### config.mk
export PLATFORM = sky130hd
export DESIGN_NAME = uart_rx_block_ctrl
export DESIGN_NICKNAME = d
export VERILOG_FILES = /design/src/rtl/aes_uart_pkg.sv /design/src/rtl/rx_strobe_edge.sv /design/src/rtl/uart_rx_block_ctrl.sv
export SDC_FILE = /design/constraint.sdc
export NUM_CORES = 1
export LEC_CHECK = 0
export ABC_CLOCK_PERIOD_IN_PS = 4000
export CAP_MARGIN = 5
export CORE_UTILIZATION = 49
export CTS_BUF_LIST = sky130_fd_sc_hd__clkbuf_2 sky130_fd_sc_hd__clkbuf_4 sky130_fd_sc_hd__clkbuf_8
export CTS_CLUSTER_DIAMETER = 120
export DETAILED_ROUTE_END_ITERATION = 8
export PLACE_DENSITY_LB_ADDON = 0.3
export RECOVER_POWER = 50
export SYNTH_ARGS = -nofsm -noshare
export SYNTH_HDL_FRONTEND = slang
export SYNTH_HIERARCHICAL = 1
export SYNTH_SLANG_ARGS = --single-unit
### constraint.sdc
create_clock -name clk -period 4 [get_ports clk]
set_clock_uncertainty 0.05 [all_clocks]
set_input_delay 0.8 -clock clk [delete_from_list [all_inputs] [get_ports clk]]
set_output_delay 0.8 -clock clk [all_outputs]
set_load 0.01 [all_outputs]
### src/rtl/aes_uart_pkg.sv
// Shared definitions for the UART-to-AES receive path: block geometry,
// the assembly-buffer state encoding and a slot-to-bit-position helper.
package aes_uart_pkg;

  localparam int AES_BLOCK_BYTES = 16;
  localparam int AES_BLOCK_W     = 8 * AES_BLOCK_BYTES;

  typedef enum logic [1:0] {
    IDLE    = 2'd0,
    COLLECT = 2'd1,
    HOLD    = 2'd2
  } rx_state_e;

  // Byte 0 of a block lives in the most significant byte, so slot k of an
  // nbytes-wide block starts at bit 8*(nbytes-1-k).
  function automatic int slot_lsb(input int slot, input int nbytes);
    return 8 * (nbytes - 1 - slot);
  endfunction

endpackage

### src/rtl/rx_strobe_edge.sv
// Registered rising-edge detector for the UART_Rx done/err strobes.
// A level held high for many cycles yields a single one-cycle event,
// delivered one cycle after the input rises.
module rx_strobe_edge (
  input  logic clk,
  input  logic rst,
  input  logic strobe,
  output logic pulse
);

  logic strobe_q;

  // Remember last cycle's level and emit a pulse on a 0->1 transition.
  always_ff @(posedge clk) begin
    if (rst) begin
      strobe_q <= 1'b0;
      pulse    <= 1'b0;
    end else begin
      strobe_q <= strobe;
      pulse    <= strobe & ~strobe_q;
    end
  end

endmodule

### src/rtl/uart_rx_block_ctrl.sv
// UART receive sequencer: enables UART_Rx, packs its byte stream MSB-first
// into BLOCK_BYTES-wide blocks and hands each finished block to the AES
// input stage over a valid/ready handshake. Partial blocks are dropped on a
// framing error; bytes arriving while a full block is stuck are dropped and
// flagged as overrun.
// Optional build macro: RX_TIMEOUT_EN -- also drops a partial block after
// TIMEOUT_CYCLES idle cycles without a new byte.
module uart_rx_block_ctrl
  import aes_uart_pkg::*;
#(
  parameter int BLOCK_BYTES    = AES_BLOCK_BYTES,
  parameter int TIMEOUT_CYCLES = 4096,
  parameter int CNT_W          = 5
) (
  input  logic                     clk,
  input  logic                     rst,
  output logic                     rx_en,
  input  logic [7:0]               rx_data,
  input  logic                     rx_done,
  input  logic                     rx_err,
  output logic [8*BLOCK_BYTES-1:0] blk_data,
  output logic                     blk_valid,
  input  logic                     blk_ready,
  output logic [CNT_W-1:0]         byte_cnt,
  output logic                     frame_drop,
  output logic                     overrun,
  input  logic                     ovr_clr
);

  localparam int               BLK_W     = 8 * BLOCK_BYTES;
  localparam logic [CNT_W-1:0] LAST_SLOT = CNT_W'(BLOCK_BYTES - 1);
  localparam logic [CNT_W-1:0] FULL_CNT  = CNT_W'(BLOCK_BYTES);
  localparam logic [CNT_W-1:0] ONE_CNT   = CNT_W'(1);

  // The counter must be able to hold the "buffer full" value.
  if ((1 << CNT_W) <= BLOCK_BYTES) begin : g_cnt_w_check
    $error("CNT_W too narrow for BLOCK_BYTES");
  end
  if (TIMEOUT_CYCLES < 1) begin : g_timeout_check
    $error("TIMEOUT_CYCLES must be at least 1");
  end

  rx_state_e        state;
  logic [BLK_W-1:0] asm_buf;
  logic             done_evt;
  logic             err_evt;
  logic             byte_evt;
  logic             timeout_hit;
  logic             xfer;

  rx_strobe_edge u_done_edge (
    .clk    (clk),
    .rst    (rst),
    .strobe (rx_done),
    .pulse  (done_evt)
  );

  rx_strobe_edge u_err_edge (
    .clk    (clk),
    .rst    (rst),
    .strobe (rx_err),
    .pulse  (err_evt)
  );

  // A byte only counts when no error arrives with it.
  assign byte_evt = done_evt & ~err_evt;

  // A full buffer moves out when the output register is empty or is being
  // emptied by the AES core in this same cycle.
  assign xfer = (state == HOLD) && (!blk_valid || blk_ready);

`ifdef RX_TIMEOUT_EN
  localparam int              TO_W    = $clog2(TIMEOUT_CYCLES + 1);
  localparam logic [TO_W-1:0] TO_LAST = TO_W'(TIMEOUT_CYCLES - 1);

  logic [TO_W-1:0] idle_cnt;

  // Count idle cycles since the last byte while a partial block is open.
  always_ff @(posedge clk) begin
    if (rst) begin
      idle_cnt <= '0;
    end else if (state != COLLECT || byte_evt) begin
      idle_cnt <= '0;
    end else if (idle_cnt != TO_LAST) begin
      idle_cnt <= idle_cnt + TO_W'(1);
    end
  end

  assign timeout_hit = (state == COLLECT) && !byte_evt && (idle_cnt == TO_LAST);
`else
  assign timeout_hit = 1'b0;
`endif

  // Assembly-buffer FSM together with the registered outputs it drives.
  always_ff @(posedge clk) begin
    if (rst) begin
      state      <= IDLE;
      rx_en      <= 1'b0;
      asm_buf    <= '0;
      blk_data   <= '0;
      blk_valid  <= 1'b0;
      byte_cnt   <= '0;
      frame_drop <= 1'b0;
      overrun    <= 1'b0;
    end else begin
      rx_en      <= 1'b1;
      frame_drop <= 1'b0;

      if (blk_valid && blk_ready) begin
        blk_valid <= 1'b0;
      end
      if (ovr_clr) begin
        overrun <= 1'b0;
      end

      case (state)
        IDLE: begin
          if (byte_evt) begin
            asm_buf[slot_lsb(0, BLOCK_BYTES) +: 8] <= rx_data;
            byte_cnt <= ONE_CNT;
            state    <= COLLECT;
          end
        end

        COLLECT: begin
          if (err_evt || timeout_hit) begin
            byte_cnt   <= '0;
            frame_drop <= 1'b1;
            state      <= IDLE;
          end else if (byte_evt) begin
            asm_buf[slot_lsb(int'(byte_cnt), BLOCK_BYTES) +: 8] <= rx_data;
            if (byte_cnt == LAST_SLOT) begin
              byte_cnt <= FULL_CNT;
              state    <= HOLD;
            end else begin
              byte_cnt <= byte_cnt + ONE_CNT;
            end
          end
        end

        HOLD: begin
          if (xfer) begin
            blk_data  <= asm_buf;
            blk_valid <= 1'b1;
            if (byte_evt) begin
              asm_buf[slot_lsb(0, BLOCK_BYTES) +: 8] <= rx_data;
              byte_cnt <= ONE_CNT;
              state    <= COLLECT;
            end else begin
              byte_cnt <= '0;
              state    <= IDLE;
            end
          end else if (byte_evt) begin
            overrun <= 1'b1;
          end
        end

        default: begin
          byte_cnt <= '0;
          state    <= IDLE;
        end
      endcase
    end
  end

endmodule
* Word-level counts from Yosys, hierarchy flattened
Cells that the tools add are included.
Word-level totals: flip-flop bits (word level) 271, bits in latches 0, RAM bits 0, memory bits (read-only) 0, input port bits 14, output and inout port bits 137, word-level logic and storage cells 75, memories kept 0
Cells by class: $add $sub $neg 3, $mul 0, divide/modulo/power cells 0, $lt $le $gt $ge 0, equality and inequality tests 9, shift operators 2, muxes and demuxes 29, bitwise operators 7, reductions and logical operators 12
Operators with widths (count):
- two-way mux 128 bit | 2
- bitwise mux 128 bit | 1
- variable shift 8 x 33 -> 128 bit (first input constant) | 1
- variable part select 8 x 33 -> 128 bit | 1
- negator 9 -> 33 bit | 1
- two-way mux 5 bit | 5
- one-hot mux 8 bit (3 select lines) | 1
- two-way mux 8 bit | 2
- one-hot mux 5 bit (3 select lines) | 1
- two-way mux 1 bit | 11
- two-way mux 2 bit | 5
- != test 2 bit (second input constant) | 4
- AND reduction 4 bit | 2
- != test 3 x 2 -> 1 bit (second input constant) | 2
- one-hot mux 2 bit (3 select lines) | 1
- AND reduction 3 bit | 2
- subtractor 4 x 5 -> 6 bit (first input constant) | 1
- adder 5 x 1 -> 5 bit (second input constant) | 1
- equality test 5 x 4 -> 1 bit (second input constant) | 1
- NOT 1 bit | 4
- bitwise AND 1 bit | 3
- nonzero test 3 bit | 1
- equality test 2 x 1 -> 1 bit (second input constant) | 1
- equality test 2 bit (second input constant) | 1
- other kinds (6) | 7

* Logic depth before layout (Yosys ltp)
Gate-level depths: netlist of the first run.
depth after elaboration 7, gate-level depth with buffers 12, depth with buffers taken out 10

* Cells and area by module
The synthesis of the first run kept the hierarchy.
Modules (own cells, without submodules):
- uart_rx_block_ctrl | times used 1, cells an instance 1130, area an instance 10213.5 µm², sequential area each 5345.1 µm²
- rx_strobe_edge | times used 2, cells an instance 4, area an instance 58.8 µm², sequential area each 40.0 µm²

* Worst setup path after synthesis of the first run
Ideal clock, no wire load.
path kind reg2reg, start reg byte_cnt[3], end reg asm_buf[56], library setup time 0.128 ns, data arrival time 3.015 ns, required time 3.822 ns, path slack 0.807 ns, cell stages (with the launch flop) 11, path buffers 1, clock period less this slack 3.193 ns, cell sequence dfxtp_1 > and3_1 > and2_1 > inv_1 > ha_1 > and4bb_1 > nand4_4 > buf_4 > a2111oi_4 > mux2i_1 > nor2_1
Between the ends: longest elaborated chain between the ends 4, elaborated cells on any way between the ends 5, classes of those cells add/sub: 2; shift: 2; mux: 1
Ends and longest elaborated chain:
- from (decl) | RTL line uart_rx_block_ctrl.sv:24 | output logic [CNT_W-1:0] byte_cnt,
- from (signal assigned) | RTL line uart_rx_block_ctrl.sv:136 | byte_cnt <= byte_cnt + ONE_CNT;
- subtractor 4 x 5 -> 6 bit * | RTL line aes_uart_pkg.sv:17 | return 8 * (nbytes - 1 - slot);
- negator 9 -> 33 bit * | RTL line uart_rx_block_ctrl.sv:131 | asm_buf[slot_lsb(int'(byte_cnt), BLOCK_BYTES) +: 8] <= rx_data;
- variable part select 8 x 33 -> 128 bit / variable shift 8 x 33 -> 128 bit (equally long branches) | RTL line uart_rx_block_ctrl.sv:131
- bitwise mux 128 bit * | RTL line uart_rx_block_ctrl.sv:131
- to (signal, indexed assignment) | RTL line uart_rx_block_ctrl.sv:119 | asm_buf[slot_lsb(0, BLOCK_BYTES) +: 8] <= rx_data;
- to (signal, indexed assignment) | RTL line uart_rx_block_ctrl.sv:131
- to (signal, indexed assignment) | RTL line uart_rx_block_ctrl.sv:146 | asm_buf[slot_lsb(0, BLOCK_BYTES) +: 8] <= rx_data;
- to (decl) | RTL line uart_rx_block_ctrl.sv:44 | logic [BLK_W-1:0] asm_buf;
Mark *: on every way between the ends. The rest lies on a longest branch, timed or not. A chain may end at the register's enable or synchronous reset.

* Worst setup path after layout of the first run
start reg byte_cnt[0], end reg asm_buf[68]
Same word-level chain as after synthesis.

==> results of run 1 <==
[cell usage after synthesis, types with 9 or more instances]
cell type | n | area share (%)
nor2_1 | 106 | 3.9
a2111oi_4 | 12 | 3.2
nand4_1 | 15 | 0.91
o211ai_1 | 9 | 0.65
nand2_1 | 275 | 10
nand3_1 | 13 | 0.63
dfxtp_1 | 271 | 53
mux2i_1 | 97 | 9.4
a21oi_1 | 152 | 7.4
nor2b_1 | 16 | 0.97
clkbuf_1 | 70 | 2.5
o21ai_0 | 19 | 0.92
[state kept, by name (all words and copies together) (netlist names), 2 cells and up]
register  count
blk_data    128
asm_buf     128
state         2
byte_cnt      5
[layout by cell type (no fill, tap or decap), types with 3 or more instances in the layout]
cell type | Yosys | layout
nand2_1 | 275 | 275
dfxtp_1 | 271 | 271
a21oi_1 | 152 | 152
nor2_1 | 106 | 106
mux2i_1 | 97 | 97
clkdlybuf4s50_1 | 0 | 79
dlygate4sd3_1 | 0 | 70
clkbuf_8 | 0 | 55
o21ai_0 | 19 | 19
buf_4 | 2 | 17
nand4_1 | 15 | 15
clkbuf_4 | 0 | 15
nand3_1 | 13 | 13
a2111oi_4 | 12 | 12
nor2b_2 | 0 | 9
o211ai_1 | 9 | 9
o21ai_1 | 8 | 8
a22o_1 | 8 | 8
nor2b_1 | 16 | 7
nand2b_1 | 7 | 6
ha_1 | 6 | 6
inv_1 | 5 | 5
and3_1 | 4 | 4
a211oi_1 | 3 | 3
nor3_1 | 3 | 3
clkinv_2 | 0 | 3
[cells by family (layout without fill, tap and decap cells)]
group,after synthesis,count (layout)
AOI/OAI and AO/OA,219,219
xor gates and xnor gates,4,4
adders and majority gates,6,6
buffers and inverters,84,248
DFF,271,271
muxes,97,97
and+or+nand+nor,457,457
[layer usage]
layer | up-vias | share of wire (%) | GRT usage, %
li1 | 4114 | - | -
met1 | 3911 | 45 | 31.5
met2 | 201 | 47 | 37.0
met3 | 50 | 5.0 | 4.60
met4 | 0 | 2.4 | 7.53
met5 | - | 0 | 0
[where the power goes]
group	internal (mW)	switching, mW
sequential	2.71	0.00909
combinational	0.0368	0.105
clock	1.40	1.04
total	4.15	1.15
[metrics by stage]
stage          setup slack, ns  hold WS (ns)  std cells  utilization [%]  area (µm²)
6_report                 0.457         0.340       1572             63.4       12900
5_1_grt                  0.220         0.375       1572             63.4       12900
3_5_place_dp             0.535         0.342       1499             59.1       12100
2_1_floorplan            0.807         0.337       1138                -       10300
3_3_place_gp             0.652         0.342       1499             59.1       12100
4_1_cts                  0.455         0.350       1572             63.5       13000
[how the worst min path moves through the flow]
stage,from,to,cells after the start
2_1_floorplan,u_done_edge/strobe_q,u_done_edge/pulse,1
3_3_place_gp,u_err_edge/strobe_q,u_err_edge/pulse,1
3_5_place_dp,u_err_edge/strobe_q,u_err_edge/pulse,1
4_1_cts,u_done_edge/strobe_q,u_done_edge/pulse,1
5_1_grt,u_err_edge/strobe_q,u_err_edge/pulse,1
6_report,u_done_edge/strobe_q,u_done_edge/pulse,1
[area by class of cell]
class                      count  share of cell area (%)
clock buffer                  68                    6.55
clock inverter                 5                   0.416
inverter                       5                   0.145
multi-input combinational    783                    35.5
sequential                   271                    41.9
tap                          270                    2.61
timing repair buffer         170                    12.9
[worst register-to-register path, delay by kind of cell (launching register included)]
family,cells,cell delay [ns]
flip-flops,1,0.52
AO/OA/AOI/OAI,2,0.60
AND/OR/NAND/NOR,4,1.24
adder cells (fa/ha/maj),2,0.64
buffers and inverters,2,0.43
==> metrics.md, run 1 <==
| Metric | Value |
|---|---|
| Critical Path RT | 4.41 ns |
| Crit path largest cell delay | 0.52 ns |
| Post-Route WL | 25.4 mm |
| Critical Path, Cell by Cell | ha_1, and2_1, inv_1, ha_1, and4bb_1, nand4_4, buf_4, a21o_1, or2_0, o21ai_1 |
| Final hold violation count | 0 |
| Largest net degree at the start of global routing | 129 |
| Crit-path slowest cell | dfxtp_1 |
| Buf/Inv on CP | 2 |
| Max Cap Viol | 1 |
| Post-synthesis mux area share | 9.40% |
| Port Buf Inserts | 150 |
| Hold crit path type | register to register |
| Leak | 4.49 nW |
| FF-to-FF Start | byte_cnt[0] |
| Syn_area_per_cell | 9.08 µm² |
| Post-CTS setup buffers | 0 |
| H-tree depth | 2 |
| Global-route wire length before repair | 40.5 mm |
| DIE WIDTH | 147 µm |
| Share of layout cells above drive strength 1 | 9.68% |
| Synth Flop Type | dfxtp_1 |
| Sequential cell area | 5430 µm² |
| CTS tree | built |
| Pre-antenna DRT Iters | 5 |
| Clock root buffer | clkbuf_8 |
| Worst EP arrival | 3.95 ns |
| R2R cell count | 10 |
| Row cnt | 52 |
| Post-synth EDFFs | 0 |
| Gr ovfl total | 0 |
| Adder-Cell Fraction of Synth Area | 0.727% |
| Period utilization | 88.6% |
| I/O Pins | 151 |
| Gate Count Post-Synth | 1138 |
| DRC errors left | 0 |
| Mapped Nets | 1158 |
| Syn Std Cell Area | 10300 µm² |
| GPL Wtd Cong | 0.902 |
| Antenna diode count | 0 |
| DR vias | 8276 |
| Die footprint | 21700 µm² |
| Core area | 20400 µm² |
| Most common cell on crit path | ha_1 |
| Area Growth Syn to Fin | 25.3% |
| Antenna violations before repair | 0 |
| RSZ-0062 raised after global routing | no |
| Clk Latency, worst-skew pair | 0.54 ns |
| Seq/Total Area, Yosys | 52.5% |
| Fin crit period | 3.54 ns |
| Top delay family on crit path | simple AND/OR/NAND/NOR gates |
| Simple-gate area share of the yosys netlist | 19.2% |
| Number of global-route vias before repair | 7650 |
| Clock Path Buffers | 3 |
| Critical path endpoint | asm_buf[68] |
| CP Launch Type | register |
| Reg2Reg Setup Slack | 0.46 ns |
| Compound-gate portion of the synthesized area | 14.3% |
| Worst Setup SP | byte_cnt[0] |
| Clk sinks | 271 |
| Final net count | 1295 |
| Detail Placement HPWL | 15.8 mm |
| Multi-input logic area | 4590 µm² |
| Setup crit end kind | register |
| Drt wl/cell | 16.2 µm |
| Vias per inst | 5.26 |
| Pwr/cell area | 410 nW/µm² |
| Crit Path Class | register to register |
| Cell count along the critical path | 10 |
| Post-synth cell types | 49 |
| Final setup viols | 0 |
| Post-CTS sizing | 0 |
| Worst vdd rail ir drop | 0.247 mV |
| Tightest Pin Transition | 2.02 ns |
| Total CTS buffers | 44 |
| GRT Total Usage | 23.2% |
| Post-route ant nets | 0 |
| Max FO, Critical Path | 18 |
| Clk slew on worst S/H paths | 0.06 ns |
| Failing checks | max-capacitance violations, max-slew violations |
| Max Clock Freq | 0.282 GHz |
| Total power | 5.30 mW |
| Setup TNS | 0 ns |
| Outcome | finished with violations |
| Layout fillers | 1755 |
| Main combinational cell family by area after synthesis | simple AND/OR/NAND/NOR gates |
| Worst flop-to-flop path endpoint | asm_buf[68] |
| DR iter-0 viols | 544 |
| Ys async rst share | 0% |
| #FFs+latches synth | 271 |
| Die Y | 147 µm |
| Effective utilization at floorplan | 50.6% |
| Max Slew Vio Count | 101 |
| Post-Synth XOR/XNOR Area | 0.593% |
| # hold bufs at CTS | 0 |
| Yosys warns | 6 |
| Slew HR | -34.3% |
(Power assumes the default switching activity.)
==> run 2: changes to the inputs <==
--- a/config.mk
+++ b/config.mk
@@ -7,6 +7,7 @@
 export LEC_CHECK = 0
 export ABC_CLOCK_PERIOD_IN_PS = 4000
 export CAP_MARGIN = 5
+export CORE_ASPECT_RATIO = 0.7
 export CORE_UTILIZATION = 49
 export CTS_BUF_LIST = sky130_fd_sc_hd__clkbuf_2 sky130_fd_sc_hd__clkbuf_4 sky130_fd_sc_hd__clkbuf_8
 export CTS_CLUSTER_DIAMETER = 120
==> run 2 against run 1 <==
The run still ends with max-capacitance violations, max-slew violations left; sequential power barely moved; critical path depth fell by 1; first-iteration DRC count rose by 30%; final area rose by 0.54%; non-clock buffer count rose by 8; maximum frequency fell by 4.3%; hold slack improved by 0.012 ns; die area barely moved; flip-flop and latch count did not move; sequential share of layout area fell by 0.23 points; cell count rose by 0.83%; clock power barely moved; critical endpoint is now asm_buf[69].
==> metrics.md, run 2 (synthesized netlist as in run 1, its figures left out) <==
| Metric | Value |
|---|---|
| Crit Path Class | register to register |
| Die footprint | 21700 µm² (about the same) |
| # hold bufs at CTS | 0 (unchanged) |
| Leak | 4.53 nW (+0.92%) |
| Clk slew on worst S/H paths | 0.07 ns (about the same) |
| Pre-antenna DRT Iters | 5 (unchanged) |
| Min setup slack post-route | 0.297 ns (-0.160 ns) |
| R2R cell count | 9 (-1) |
| Max FO, Critical Path | 13 (-5) |
| Fin crit period | 3.70 ns (+0.160 ns) |
| Worst flop-to-flop path endpoint | asm_buf[69] |
| Switching share of power | 21.5% (-0.25 points) |
| Post-CTS setup buffers | 0 (unchanged) |
| Sequential power share | 51.1% (about the same) |
| Number of global-route vias before repair | 7647 (-0.039%) |
| CTS tree | built |
| Worst vdd rail ir drop | 0.282 mV (+14%) |
| Setup crit end kind | register |
| Antenna diode count | 0 (unchanged) |
| Share of layout cells above drive strength 1 | 10.1% (+0.41 points) |
| Worst Hold Depth | 1 (unchanged) |
| DIE WIDTH | 176 µm (+19%) |
| Area Growth Syn to Fin | 26.0% |
| Gr ovfl total | 0 (unchanged) |
| Global-route wire length before repair | 40.4 mm (-0.20%) |
| Worst EP arrival | 4.11 ns (+0.16 ns) |
| Failing checks | max-capacitance violations, max-slew violations |
| Post-CTS sizing | 0 (unchanged) |
| Port Buf Inserts | 150 (unchanged) |
| H-tree depth | 2 (unchanged) |
| DR vias | 8347 (+0.86%) |
| Design Area, Final | 13000 µm² (+0.54%) |
| Critical Path RT | 4.41 ns (about the same) |
| Clk sinks | 271 (unchanged) |
| Clock root buffer | clkbuf_8 |
| GRT Total Usage | 23.5% (+0.28 points) |
| CP Launch Type | register |
| Max Clock Freq | 0.270 GHz (-4.3%) |
| Most frequent cells in the layout | 275 x nand2_1, 271 x dfxtp_1, 152 x a21oi_1 |
| Critical path endpoint | asm_buf[69] |
| Outcome | finished with violations |
| Net switching power | 1.14 mW (-0.83%) |
| Pint | 4.17 mW (+0.62%) |
| Combinational share of power | 2.7% (about the same) |
| Detail Placement HPWL | 16.1 mm (+2.3%) |
| Final setup viols | 0 (unchanged) |
| Clock power share | 46.2% (about the same) |
| Row cnt | 44 (-15%) |
| Final net count | 1300 (+0.39%) |
| Most used routing layer | met2 |
| Worst Setup SP | byte_cnt[3] |
| Period utilization | 92.6% (+4.0 points) |
| Final hold violation count | 0 (unchanged) |
| DRC errors left | 0 (unchanged) |
| Slew HR | -49.1% (-15 points) |
| Total CTS buffers | 41 (-6.8%) |
| Largest net degree at the start of global routing | 99 (-23%) |
| RSZ-0062 raised after global routing | no |
| GPL Wtd Cong | 0.877 (-2.8%) |
| Post-route ant nets | 0 (unchanged) |
| GR Util met2 | 35.9% (-1.1 points) |
| Commonest non-fill, non-tap cell in the layout | nand2_1 |
| I/O Pins | 151 (unchanged) |
| Max Slew Vio Count | 247 (+140%) |
| DR iter-0 viols | 708 (+30%) |
| Max Cap Viol | 3 (+2) |
| Tightest Pin Transition | 2.24 ns (+0.221 ns) |
| Hold crit path type | register to register |
| Area after DPL | 12100 µm² (+0.56%) |
| Reg2Reg Setup Slack | 0.30 ns (-0.16 ns) |
| Top flop regs | asm_buf x128, blk_data x128, byte_cnt x5 |
| Post-Route WL | 25.5 mm (+0.48%) |
| Effective utilization at floorplan | 49.9% (-0.66 points) |
| Final core occ | 62.9% (-0.49 points) |
| Die Y | 123 µm (-16%) |
| Core area | 20700 µm² (+1.3%) |
| Worst slack, placed | 0.399 ns (-0.136 ns) |
| Vias per inst | 5.27 (about the same) |
| Pwr/cell area | 409 nW/µm² (-0.24%) |
| Clk Latency, worst-skew pair | 0.53 ns (about the same) |
| Antenna violations before repair | 0 (unchanged) |
| Drt wl/cell | 16.1 µm (-0.35%) |
| Setup TNS | 0 ns (unchanged) |
| Clock Path Buffers | 3 (unchanged) |
| Grt met3 use | 5.20% (+0.60 points) |
| FF-to-FF Start | byte_cnt[3] |
| Total power | 5.32 mW (+0.30%) |
| Met1 GRT Util | 33.5% (+1.9 points) |
## run 2: changes by cell type in the layout (fill, tap and decap cells not counted), moves of 3 or more
cell / previous run / this run
buf_4: 17 / 23
clkbuf_2: 1 / 4
clkbuf_4: 15 / 10
clkinv_2: 3 / 6
## run 2: power by group through the flow
| stage | Clock [mW] | Combinational (mW) | Sequential [mW] |
|---|---|---|---|
| 3_5_place_dp | 0 | 0.144 | 2.78 |
| 6_report | 2.46 | 0.143 | 2.72 |
| 5_1_grt | 2.64 | 0.153 | 2.72 |
| 4_1_cts | 2.51 | 0.144 | 2.72 |
| 3_3_place_gp | 0 | 0.144 | 2.78 |
| 2_1_floorplan | 0 | 0.0878 | 2.77 |
## run 2: per-stage QoR
stage | cells | hold WS (ns)
global placement | 1513 | 0.354
detailed placement | 1513 | 0.346
CTS | 1585 | 0.369
finish | 1585 | 0.352
global route | 1585 | 0.375
floorplan | 1138 | 0.337
## run 2: worst min path at each step
stage / start / endpoint / slack (ns)
after floorplan: u_done_edge/strobe_q / u_done_edge/pulse / 0.34
after global placement: u_done_edge/strobe_q / u_done_edge/pulse / 0.35
after detailed placement: u_done_edge/strobe_q / u_done_edge/pulse / 0.35
after CTS: u_done_edge/strobe_q / u_done_edge/pulse / 0.37
after global routing: u_done_edge/strobe_q / u_done_edge/pulse / 0.37
final: u_done_edge/strobe_q / u_done_edge/pulse / 0.35
## run 2: per-layer routing
| metal | wire length [µm] | share of wire [%] | vias to the layer above |
|---|---|---|---|
| li1 | - | - | 4128 |
| met1 | 12400 | 49 | 3932 |
| met2 | 11000 | 43 | 252 |
| met3 | 1750 | 6.9 | 35 |
| met4 | 343 | 1.3 | 0 |
| met5 | 0 | 0 | - |
## run 2: final cells by class
type                            instances  area [µm²]
Sequential cell                       271        5430
Clock inverter                          8        90.1
Multi-Input combinational cell        783        4590
Timing Repair Buffer                  178        1720
Fill cell                            1828        7690
Inverter                                5        18.8
Tap cell                              276         345
Clock buffer                           64         818
## run 2: critical path: stages, from the launching register on
cell      delay, ns
dfxtp_1        0.59
and3_1         0.27
nand3_1        0.12
inv_1          0.10
ha_1           0.44
nor4b_4        0.59
nand2_1        0.29
nand4b_1       0.49
or2_0          0.49
o21ai_1        0.19
==> run 3: changes to the inputs <==
--- a/config.mk
+++ b/config.mk
@@ -14,6 +14,8 @@
 export DETAILED_ROUTE_END_ITERATION = 8
 export PLACE_DENSITY_LB_ADDON = 0.3
 export RECOVER_POWER = 50
+export SKIP_LAST_GASP = 1
+export SLEW_MARGIN = 20
 export SYNTH_ARGS = -nofsm -noshare
 export SYNTH_HDL_FRONTEND = slang
 export SYNTH_HIERARCHICAL = 1
==> results of run 3 <==
Same layout as run 2: the final DEF is identical, and so are final timing and power.
